<file path="src/rtl/addr_region_decoder.sv">
// addr_region_decoder: registered multi-window address decoder with per-region wait states and sticky fault logging
module addr_region_decoder #(
  parameter int N_REGIONS = 2,
  parameter int ADDR_WIDTH = 32,
  parameter logic [N_REGIONS*ADDR_WIDTH-1:0] REGION_LO = {32'h0000_0000, 32'h0000_8F11},
  parameter logic [N_REGIONS*ADDR_WIDTH-1:0] REGION_HI = {32'h0000_0FFF, 32'h0000_9310},
  parameter logic [N_REGIONS*4-1:0] REGION_WAIT = {4'd2, 4'd0},
  localparam int RW = N_REGIONS > 1 ? $clog2(N_REGIONS) : 1
) (
  input  logic clock,
  input  logic reset,
  input  logic req,
  input  logic WE,
  input  logic [ADDR_WIDTH-1:0] address,
  input  logic fault_clr,
  output logic [N_REGIONS-1:0] CS,
  output logic iWE,
  output logic [ADDR_WIDTH-1:0] iAddress,
  output logic [RW-1:0] region,
  output logic ready,
  output logic busy,
  output logic fault,
  output logic fault_sticky,
  output logic [ADDR_WIDTH-1:0] fault_addr
);
  typedef enum logic [1:0] {IDLE, ACCESS, FAULT} state_t;
  state_t state;
  logic [3:0] cnt;
  logic hit;
  logic miss;
  logic [RW-1:0] idx;
  logic [ADDR_WIDTH-1:0] off;
  logic [3:0] wt;
  // scan from the top so the lowest-index hit overwrites the others; LO > HI can never hit
  always_comb begin
    hit = 1'b0;
    idx = '0;
    off = '0;
    wt = '0;
    for (int i = N_REGIONS - 1; i >= 0; i--)
      if (address >= REGION_LO[i*ADDR_WIDTH +: ADDR_WIDTH] && address <= REGION_HI[i*ADDR_WIDTH +: ADDR_WIDTH]) begin
        hit = 1'b1;
        idx = RW'(i);
        off = address - REGION_LO[i*ADDR_WIDTH +: ADDR_WIDTH];
        wt = REGION_WAIT[i*4 +: 4];
      end
  end
  assign miss = state == IDLE && req && !hit;
  assign busy = state != IDLE;
  // access state machine with registered outputs; a new fault beats fault_clr on the same edge
  always_ff @(posedge clock)
    if (reset) begin
      state <= IDLE;
      cnt <= '0;
      CS <= '0;
      iWE <= 1'b0;
      iAddress <= '0;
      region <= '0;
      ready <= 1'b0;
      fault <= 1'b0;
      fault_sticky <= 1'b0;
      fault_addr <= '0;
    end else begin
      fault_sticky <= miss | (fault_sticky & ~fault_clr);
      case (state)
        IDLE:
          if (req && hit) begin
            state <= ACCESS;
            cnt <= wt;
            CS <= N_REGIONS'(1) << idx;
            iWE <= WE;
            iAddress <= off;
            region <= idx;
            ready <= wt == 4'd0;
          end else if (req) begin
            state <= FAULT;
            fault_addr <= address;
            ready <= 1'b1;
            fault <= 1'b1;
          end
        ACCESS:
          if (cnt != 4'd0) begin
            cnt <= cnt - 4'd1;
            ready <= cnt == 4'd1;
          end else begin
            state <= IDLE;
            CS <= '0;
            iWE <= 1'b0;
            iAddress <= '0;
            region <= '0;
            ready <= 1'b0;
          end
        FAULT: begin
          state <= IDLE;
          ready <= 1'b0;
          fault <= 1'b0;
        end
        default: state <= IDLE;
      endcase
    end
endmodule

</file>
<file path="config.mk">
export PLATFORM = sky130hd
export DESIGN_NAME = addr_region_decoder
export DESIGN_NICKNAME = d
export VERILOG_FILES = /design/src/rtl/addr_region_decoder.sv
export SDC_FILE = /design/constraint.sdc
export NUM_CORES = 1
export LEC_CHECK = 0
export CAP_MARGIN = 25
export CORE_ASPECT_RATIO = 0.7
export CORE_MARGIN = 2
export CORE_UTILIZATION = 51
export DETAILED_ROUTE_END_ITERATION = 8
export PLACE_DENSITY = 0.86
export SKIP_LAST_GASP = 1
export SLEW_MARGIN = 20
export SYNTH_ARGS = -nofsm -noshare
export SYNTH_HDL_FRONTEND = slang
export SYNTH_SLANG_ARGS = --single-unit
</file>
<file path="constraint.sdc">
create_clock -name clock -period 3.8 [get_ports clock]
set_clock_uncertainty 0.2 [all_clocks]
set_input_delay 0.57 -clock clock [delete_from_list [all_inputs] [get_ports clock]]
set_output_delay 0.57 -clock clock [all_outputs]
set_load 0.02 [all_outputs]
</file>
# == Word level (Yosys, flattened, before mapping) ==
# Cells that the tools add are included.
# word_totals
register_bits,77
in_bits,37
output_inout_bits,72
word_cells,79
# classes
addsub,2
n_lt_le_gt_ge,4
eq_ne,9
n_shift,1
n_mux,30
bitwise,4
n_reduce_logical,19
# op_table
operator,count
32-bit two-way mux,4
32-bit case mux with 2 select lines,1
32-bit by 1-bit >= comparator with 1-bit output (second input constant),1
32-bit by 16-bit >= comparator with 1-bit output (second input constant),1
32-bit by 12-bit less-or-equal comparator with 1-bit output (second input constant),1
32-bit by 16-bit less-or-equal comparator with 1-bit output (second input constant),1
32-bit by 16-bit subtractor with 32-bit output (second input constant),1
4-bit two-way mux,3
3-bit AND reduction,4
1-bit two-way mux,10
2-bit two-way mux,5
2-bit inequality test (second input constant),4
2-bit case mux with 2 select lines,2
4-bit case mux with 2 select lines,1
1-bit case mux with 2 select lines,3
2-bit nonzero test,3
1-bit logical AND,5
4-bit by 1-bit equality test with 1-bit output (second input constant),1
4-bit logical NOT,1
2-bit AND reduction,2
4-bit nonzero test,1
4-bit by 1-bit subtractor with 4-bit output (second input constant),1
3-bit by 2-bit inequality test with 1-bit output (second input constant),1
1-bit case mux with 3 select lines,1
other kinds (10),11

# == Depth between registers and ports, before layout ==
# depth
depth_word,7
depth_mapped,10
depth_no_buf,8

# == Worst setup path before layout ==
# No wires, ideal clock.
# synth_timing
kind,input-to-reg
start,input port address[0]
end,register iAddress[12]
setup_ns,0.068
arrival_ns,2.518
required_ns,3.532
slack_ns,1.014
path_stages,9
path_buffers,1
cell_sequence,inv_1 ha_1 nor3b_1 a211o_1 a211oi_4 nand2_2 or4_4 buf_6 a21oi_2
# synth_via
elab_chain_cells,7
elab_cells_between_ends,16
cone_classes,1 x add/sub; 4 x order compare; 1 x eq/ne; 6 x mux; 4 x reduce/logical
# synth_lines
item,line,source
"start, declared",14,"input logic [ADDR_WIDTH-1:0] address,"
32-bit by 1-bit >= comparator with 1-bit output or 32-bit by 12-bit less-or-equal comparator with 1-bit output (tied branches),41,if (address >= REGION_LO[i*ADDR_WIDTH +: ADDR_WIDTH] && address <= REGION_HI[i*ADDR_WIDTH +: ADDR_WIDTH]) begi ...
1-bit logical AND,41,
1-bit two-way mux (2 in a row),41,
1-bit logical AND,67,if (req && hit) begin
2-bit by 1-bit inequality test with 1-bit output (no line),-,
3-bit AND reduction (no line),-,
"end signal, assigned",57,iAddress <= '0;
"end signal, assigned",72,iAddress <= off;
"end signal, assigned",89,iAddress <= '0;
"end, declared",18,"output logic [ADDR_WIDTH-1:0] iAddress,"
# Parallel ways exist; a longest one is shown, timed or not. The select of a mux whose other input is x is not followed.
# A chain may end at the register's enable or synchronous reset.

# == Worst setup path in the final report ==
# layout_timing
start,input port address[0]
end,register iAddress[26]
# Same word-level chain as after synthesis.

==> impl_results.md <==
* Outcome: completed
* Final Max Tran Viols at 0
* Area occupied by multi-input gates at 0.00188 mm2
* Crit path kind: in2reg
* Top_reg_cell synth: dfxtp_1
* Synth warn at 0
* # rows at 25
* Clock net sink count at 76
* Post-layout util at 74.0%
* Horiz. Die Dim at 104 um
* Hold-fix buffers, CTS at 0
* # DRC at 0
* Peak VDD IR at 201 uV
* CTS tree: built
* DRT Wirelength at 10.2 mm
* Mean Syn Cell Area at 8.90 um2
* Fraction of the yosys area taken by sequential cells at 42.6%
* Worst Max-Slew Pin Slew at 0.738 ns
* Net count, final at 556
* Critical path fanouts, max at 10
* Clock slew seen by the registers of the worst setup and hold paths at 0.09 ns
* Hold Slack at 0.270 ns
* Post_cts resized at 0
* Critical path endpoint category: flip-flop
* Reg2reg path depth at 9
* CTS buffer count at 9
* Clock Path Buffers at 2
* Synth cell types at 55
* Initial Util at 52.8%
* FF+latch count, synth at 76
* Clock insertion delay at the later pin of the skew report at 0.34 ns
* H-tree level count at 3
* Data arrival, critical path at 3.37 ns
* N_diodes at 0
* First-pass GRT wire length at 16.4 mm
* DR vias at 3469
* Fmax at 0.304 GHz
* CP cell instances: clkdlybuf4s50_1 -> inv_1 -> ha_1 -> nor3b_1 -> a211o_1 -> a211oi_4 -> nand2_2 -> or4_4 -> a21oi_2
* Number of global-route vias before repair at 3299
* Hold path start: iAddress[7]$_SDFFE_PP0P_
* Mapped Nets at 448
* PD cells at 359 mW/mm2
* Setup Fix Bufs, Post-CTS at 0
* RSZ-0062 raised after global routing: false
* Pin count of the biggest net entering global routing at 39
* Leakage at 1.84 nW
* Critical Path Source: address[0]
* Max Cap Violations at 0
* Die span in y at 74.0 um
* Final Cycle Share at 86.5%
* Final Hold Violating Endpoints at 0
* Non-Filler Instances at 608
* GP Congestion at 1.01
* Post-DRT Antenna Nets at 0
* Starting DRT DRC Count at 329
* TNS Setup at 0 ns
* Synth top area share at 42.6%
* HPWL Detailed at 7.48 mm
* Normalized max-slew margin at 50.7%
* Worst path max stage delay at 0.64 ns
* Worst Hold Path Cells at 2
* Post-synth EDFFs at 0
* Detailed Routing Iterations Pass 1 at 5
* Die footprint at 0.00769 mm2
* Slowest library cell on the worst path: or4_4
* Share of layout cells above drive strength 1 at 10.3%
* Post-synth top area cell: dfxtp_1
* Core Area at 0.00676 mm2
* Placed Instances at 592
* # setup viols final at 0
* Total congestion overflow at 0
* Fillers at 488
* Root Driver: clkbuf_8
* Post-synth top cells: dfxtp_1 (76), nor2_1 (52), mux2i_1 (34)
* Mapped Area at 0.00357 mm2
* Startpoint Class: input port
* Register area at 0.00152 mm2
* CP Data Required Time at 3.88 ns
* Asr flop ratio synth at 0%
* Worst reg2reg path startpoint: cnt[1]$_SDFFE_PP0P_
* Antenna violations before repair at 0
* Via density at 5.71
* Area Overhead vs Synth at 40.1%
* Most numerous cell in the Yosys netlist: dfxtp_1
* Total Routing Usage GR at 26.9%
* Min cycle time layout at 3.29 ns
* Ranking of synthesized cells by area: dfxtp_1 (43%), mux2i_1 (9.5%), nor2_1 (5.5%), nand3_1 (3.9%), ha_1 (3.5%)
* Ports at 109
* HP Class: reg2reg
* IO buf count at 108
* Post-DR wirelength/cell at 16.8 um
* Gate count of the mapped netlist at 401
[registers in the layout, indices dropped and copies added (netlist names)]
register,cells
CS,2
cnt,4
fault,1
fault_addr,32
fault_sticky,1
iAddress,32
iWE,1
ready,1
state,2
[layout make-up]
type,count,area share [%]
clock buffer,9,2.48
clock inverter,7,1.98
inverter,12,0.901
multi-input combinational,285,37.5
sequential,76,30.4
tap,94,2.35
timing repair buffer,125,24.3
[placed cells by master, fill, tap and decap left out, types with 3 or more instances in the layout]
cell,synthesis,routed
nand3_1,28,28
nand2_1,21,21
inv_1,12,12
clkbuf_8,0,9
a21oi_1,23,23
o21ai_0,10,10
a31oi_1,5,5
o211ai_1,5,5
dfxtp_1,76,76
a21oi_2,11,10
clkdlybuf4s50_1,0,107
ha_1,10,10
nor2b_1,4,4
and3_1,3,3
mux2i_1,34,34
nor3_1,3,3
a21o_1,4,4
a22o_1,6,6
nor4_1,7,7
nand4b_1,3,3
nor2_1,52,52
and2_1,4,4
buf_4,1,16
nand4_1,15,15
nor3b_1,3,3
[worst paths after layout]
path                                                  end  slack, ns
worst max-delay path            iAddress[26]$_SDFFE_PP0P_       0.51
worst min register to register   iAddress[7]$_SDFFE_PP0P_       0.27
worst max register to register  iAddress[18]$_SDFFE_PP0P_       1.02
worst min-delay path             iAddress[7]$_SDFFE_PP0P_       0.27
[cell families (layout without fill, tap and decap cells)]
group                      Yosys count  count (layout)  share of synthesized area (%)
xor gates and xnor gates             3               3                          0.736
DFF                                 76              76                           42.6
buffers and inverters               40             153                           5.01
adders and majority gates           10              10                           3.51
muxes                               34              34                           9.54
and+or+nand+nor                    156             156                           22.2
AOI/OAI and AO/OA                   82              82                           16.3
[per-stage QoR]
step / setup WS, ns / power [mW] / cell area (um2)
after floorplan: 1.01 / 0.994 / 3570
after global placement: 0.343 / 1.12 / 4780
after detailed placement: 0.197 / 1.13 / 4780
after CTS: 0.556 / 1.81 / 5000
after global routing: 0.415 / 1.86 / 5000
final: 0.514 / 1.80 / 5000
[report_power, final]
part / leakage (nW) / internal, mW / total, mW / switching (mW)
combinational: 1.11 / 0.127 / 0.276 / 0.149
sequential: 0.619 / 0.822 / 0.836 / 0.0141
clock: 0.110 / 0.373 / 0.685 / 0.311
[critical path, delay by kind of cell]
kind / cells / cell delay, ns
adders and majority gates: 1 / 0.24
AOI/OAI and AO/OA: 3 / 0.98
buffers and inverters: 2 / 0.56
and+or+nand+nor: 3 / 1.00
[per-layer routing]
layer / GRT usage, % / routed length [um] / vias to the layer above
li1: - / - / 1664
met1: 35.9 / 4640 / 1655
met2: 45.3 / 4830 / 137
met3: 5.96 / 651 / 13
met4: 6.76 / 107 / 0
met5: 0 / 0 / -
(Power assumes the default switching activity.)
==> variant 1 (same flow settings) <==
Re-encode `state_t` (3 states) as one-hot, 3 bits wide.
--- a/src/rtl/addr_region_decoder.sv
+++ b/src/rtl/addr_region_decoder.sv
@@ -23,7 +23,7 @@
   output logic fault_sticky,
   output logic [ADDR_WIDTH-1:0] fault_addr
 );
-  typedef enum logic [1:0] {IDLE, ACCESS, FAULT} state_t;
+  typedef enum logic [2:0] {IDLE = 3'b001, ACCESS = 3'b010, FAULT = 3'b100} state_t;
   state_t state;
   logic [3:0] cnt;
   logic hit;
Function: no difference found for any inputs over 10 cycles, from zero or initial values and one cycle with reset high; not proved beyond that.
==> variant 1 against the unedited design <==
  * Final area down 4.7%
  * Die area shrank 5.3%
  * Critical endpoint is now fault_addr[14]$_SDFFE_PP0P_
  * Largest cell class unchanged
  * Utilization increased by 1.6 points
  * Critical path depth increased by 1
  * Synthesized area shrank 5.6%
  * Total power up 2.0%
  * Largest power group unchanged
  * Wire length is 8.4% lower
  * Setup slack worse by 0.011 ns
  * Sequential cell count grew 1
==> variant 1: results (changes against the unedited design) <==
Peak VDD IR 0.2497 mV (+24%); FF-to-FF End iAddress[22]$_SDFFE_PP0P_; Tightest Pin Transition 0.7317 ns (-0.006704 ns); Via density 5.753 (+0.83%); Fillers 438 (-10%); critical path arrival 3.34 ns (-0.03 ns); Hold EP iAddress[29]$_SDFFE_PP0P_; R2R Setup Slk 1.29 ns (+0.27 ns); critical path peak fanout 35 (+25); worst hold start iAddress[29]$_SDFFE_PP0P_; Non-CTS inverters 7 (-5); Syn Nets 383 (-15%); largest net degree at the start of global routing 38 (-2.6%); LEAKAGE 1.956 nW (+6.4%); vias in the first global route 3102 (-6.0%); placed cell areas 0.004548 mm2 (-4.8%); Seq/Total Area, Yosys 45.75% (+3.1 points); register area 0.001541 mm2 (+1.3%); r2r worst-path depth 6 (-3); Num Clock Sinks 77 (+1.3%); placed wire-length estimate 6664 um (-11%); first-pass GRT wire length 15340 um (-6.6%); status completed; CP endpoint fault_addr[14]$_SDFFE_PP0P_; multi-input gates 239 (-16%); Synth Area in Compound Gates 19.83% (+3.5 points); xor and xnor area share after synthesis 1.300% (+0.56 points); mux cell area share after synthesis 9.506% (-0.031 points); layout cells sized above 1 8.913% (-1.4 points)
## variant 1: changes by cell type in the layout (fill, tap and decap cells not counted), moves of 7 or more
| cell | delta |
|---|---|
| a21oi_1 | -14 |
| nand2_1 | -7 |
| nand3_1 | -26 |
| o2bb2ai_1 | +8 |
| a21o_1 | +17 |
| nand4_1 | -11 |
| a21oi_2 | -10 |
## variant 1: power by group
part,total (mW),internal (mW),leakage (nW),switching (mW)
logic,0.299,0.144,1.22,0.155
registers,0.855,0.836,0.627,0.0189
clock network,0.679,0.372,0.104,0.306
## variant 1: routing by layer
| layer | up-vias | global-route usage, % | share of wire, % |
|---|---|---|---|
| met2 | 143 | 41.94 | 45 |
| met4 | 0 | 9.610 | 2.3 |
| met3 | 31 | 10.12 | 8.2 |
| met1 | 1448 | 35.16 | 44 |
| met5 | - | 0 | 0 |
| li1 | 1473 | - | - |
## variant 1: stage by stage
stage / total power, mW / setup WS (ns) / utilization, % / std cells / hold slack [ns]
floorplan: 1.033 / 0.9170 / - / 340 / 0.3071
global placement: 1.160 / 0.3033 / 72.12 / 522 / 0.2334
detailed placement: 1.166 / 0.1989 / 72.12 / 522 / 0.2410
CTS: 1.837 / 0.5454 / 75.56 / 538 / 0.2603
global route: 1.902 / 0.3589 / 75.56 / 538 / 0.2689
finish: 1.832 / 0.5031 / 75.56 / 538 / 0.2549
## variant 1: critical path, cell delays in order
cell	delay, ns
clkdlybuf4s50_1	0.48
inv_1	0.17
ha_1	0.21
or3b_1	0.47
o21a_4	0.25
o21a_4	0.24
a311oi_4	0.33
buf_12	0.29
mux2i_1	0.24
nor2_1	0.06
==> variant 2 (same flow settings) <==
Made on the original files. Set the parameter `ADDR_WIDTH` to 64 (it was 32).
--- a/src/rtl/addr_region_decoder.sv
+++ b/src/rtl/addr_region_decoder.sv
@@ -1,7 +1,7 @@
 // addr_region_decoder: registered multi-window address decoder with per-region wait states and sticky fault logging
 module addr_region_decoder #(
   parameter int N_REGIONS = 2,
-  parameter int ADDR_WIDTH = 32,
+  parameter int ADDR_WIDTH = 64,
   parameter logic [N_REGIONS*ADDR_WIDTH-1:0] REGION_LO = {32'h0000_0000, 32'h0000_8F11},
   parameter logic [N_REGIONS*ADDR_WIDTH-1:0] REGION_HI = {32'h0000_0FFF, 32'h0000_9310},
   parameter logic [N_REGIONS*4-1:0] REGION_WAIT = {4'd2, 4'd0},
Interface: changed (resized address, fault_addr and iAddress); port bits go from 109 to 205. The function was not compared with the original's and may differ.
==> variant 2 against the unedited design <==
  * Final cell count is 84% higher
  * Maximum frequency is 10% lower
  * Setup slack worse by 0.37 ns
  * Synthesized area is 76% higher
  * Wire length is 98% higher
  * Sequential cell count is 64 higher
  * Total power is 100% higher
  * Sequential share of layout area is 1.0 points lower
  * Via count is 83% higher
  * Final area is 91% higher
==> variant 2: results (changes against the unedited design) <==
status completed; biggest registers after layout fault_addr x64, iAddress x64, cnt x4; placed wire-length estimate 14730 um (+97%); total track usage 30.92% (+4.1 points); Non-clock buffers 290 (+130%); clock latency on the worst-skew pair 0.42 ns (+0.08 ns); critical path peak fanout 31 (+21); register area 0.002803 mm2 (+84%); Nets 1026 (+85%); Inst Count DP 1084 (+83%); Non-CTS inverters 10 (-2); final hold slack 0.2534 ns (-0.01672 ns); largest net degree at the start of global routing 91 (+130%); Crit. Startpoint address[35]; Pre-antenna DRT Iters 5 (unchanged); dominant cells by area after synthesis dfxtp_1 45%, mux2i_1 10%, nor2_1 5.8%; multi-input gates 489 (+72%); 1st-iter DRT viols 455 (+38%); CP peak stage delay 0.50 ns (-0.14 ns); GP Congestion 0.8626 (-14%); first-pass GRT wire length 32260 um (+97%); synth cell count leaders 140 x dfxtp_1, 97 x nor2_1, 65 x mux2i_1; Peak VDD IR 0.4863 mV (+140%); relative slew slack 36.51% (-14 points); non-clk buf share 28.58% (+4.3 points); TritonCTS Buffers 17 (+8); Root Buffer clkbuf_16; FF-to-FF End iAddress[17]$_SDFFE_PP0P_; hold path depth 1 (-1); Syn Inst Count 681 (+70%); # port buffers 204 (+89%); post-synth cell types 65 (+18%); Fillers 756 (+55%); reg2reg start state[1]$_SDFFE_PP0P_; Syn Nets 759 (+69%); WL/cell 18.14 um (+7.9%); Clock-cell share 5.911% (+1.5 points); # diodes 0 (unchanged); Clock transition at path regs 0.06 ns (-0.03 ns); total number of vias 6341 (+83%); Post-Place Worst Slack -0.2438 ns (-0.4406 ns); fraction of area in multi-input gates 33.63% (-3.9 points); critical path arrival 3.72 ns (+0.35 ns); r2r worst-path depth 8 (-1); CP endpoint fault_addr[44]$_SDFFE_PP0P_; Seq/Total Area, Yosys 44.75% (+2.1 points); R2R Setup Slk 0.96 ns (-0.06 ns); worst hold start iAddress[48]$_SDFFE_PP0P_; LEAKAGE 3.860 nW (+110%); layout cells sized above 1 14.46% (+4.2 points); synthesized flop and latch total 140 (+84%); final WL 20280 um (+98%); Hold EP iAddress[48]$_SDFFE_PP0P_; sw power 0.9712 mW (+100%); H-tree depth 4 (+1)
==> variant 2: changes by cell type after synthesis, sizes merged, moves of 21 or more <==
cell | unedited run | this run
o21ai | 11 | 41
mux2i | 34 | 65
nand3 | 28 | 7
nand2 | 22 | 64
dfxtp | 76 | 140
nor2 | 52 | 98
==> variant 2: what timing repair did <==
item | in CTS | in global routing
buffers inserted | 0 | 2
gates resized for setup | 0 | 1
endpoints found under the setup margin | 0 | 8
==> variant 2: worst max-delay path, delay by kind of cell <==
kind / cells / cell delay [ns]
and+or+nand+nor: 5 / 1.27
buffers and inverters: 4 / 1.10
AOI/OAI and AO/OA: 2 / 0.52
muxes: 1 / 0.23
==> variant 2: power by group through the flow <==
| stage | Combinational (mW) | Clock [mW] | Sequential, mW |
|---|---|---|---|
| floorplan | 0.196 | 0 | 1.63 |
| global placement | 0.512 | 0 | 1.57 |
| detailed placement | 0.524 | 0 | 1.57 |
| CTS | 0.528 | 1.59 | 1.54 |
| global route | 0.567 | 1.66 | 1.55 |
| finish | 0.532 | 1.58 | 1.54 |
==> variant 2: logic make-up after synthesis <==
family	after synthesis	share of synthesized area [%]
muxes	65	10.39
xor gates and xnor gates	32	4.475
DFF	140	44.75
buffers and inverters	52	4.694
and+or+nand+nor	268	21.39
adders and majority gates	9	1.798
AOI/OAI and AO/OA	115	12.51
==> variant 2: stage by stage <==
stage | area [um2] | utilization (%)
6_report | 9525 | 80.38
5_1_grt | 9525 | 80.38
2_1_floorplan | 6264 | -
4_1_cts | 9494 | 80.12
3_3_place_gp | 8931 | 75.37
3_5_place_dp | 8931 | 75.37
==> variant 2: layer usage <==
metal  track usage (%)  vias up  wire [um]
met5                 0        -          0
li1                  -     2939          -
met1             39.89     3026       8578
met2             49.28      331       9232
met3             9.539       45       2077
met4             10.02        0        396
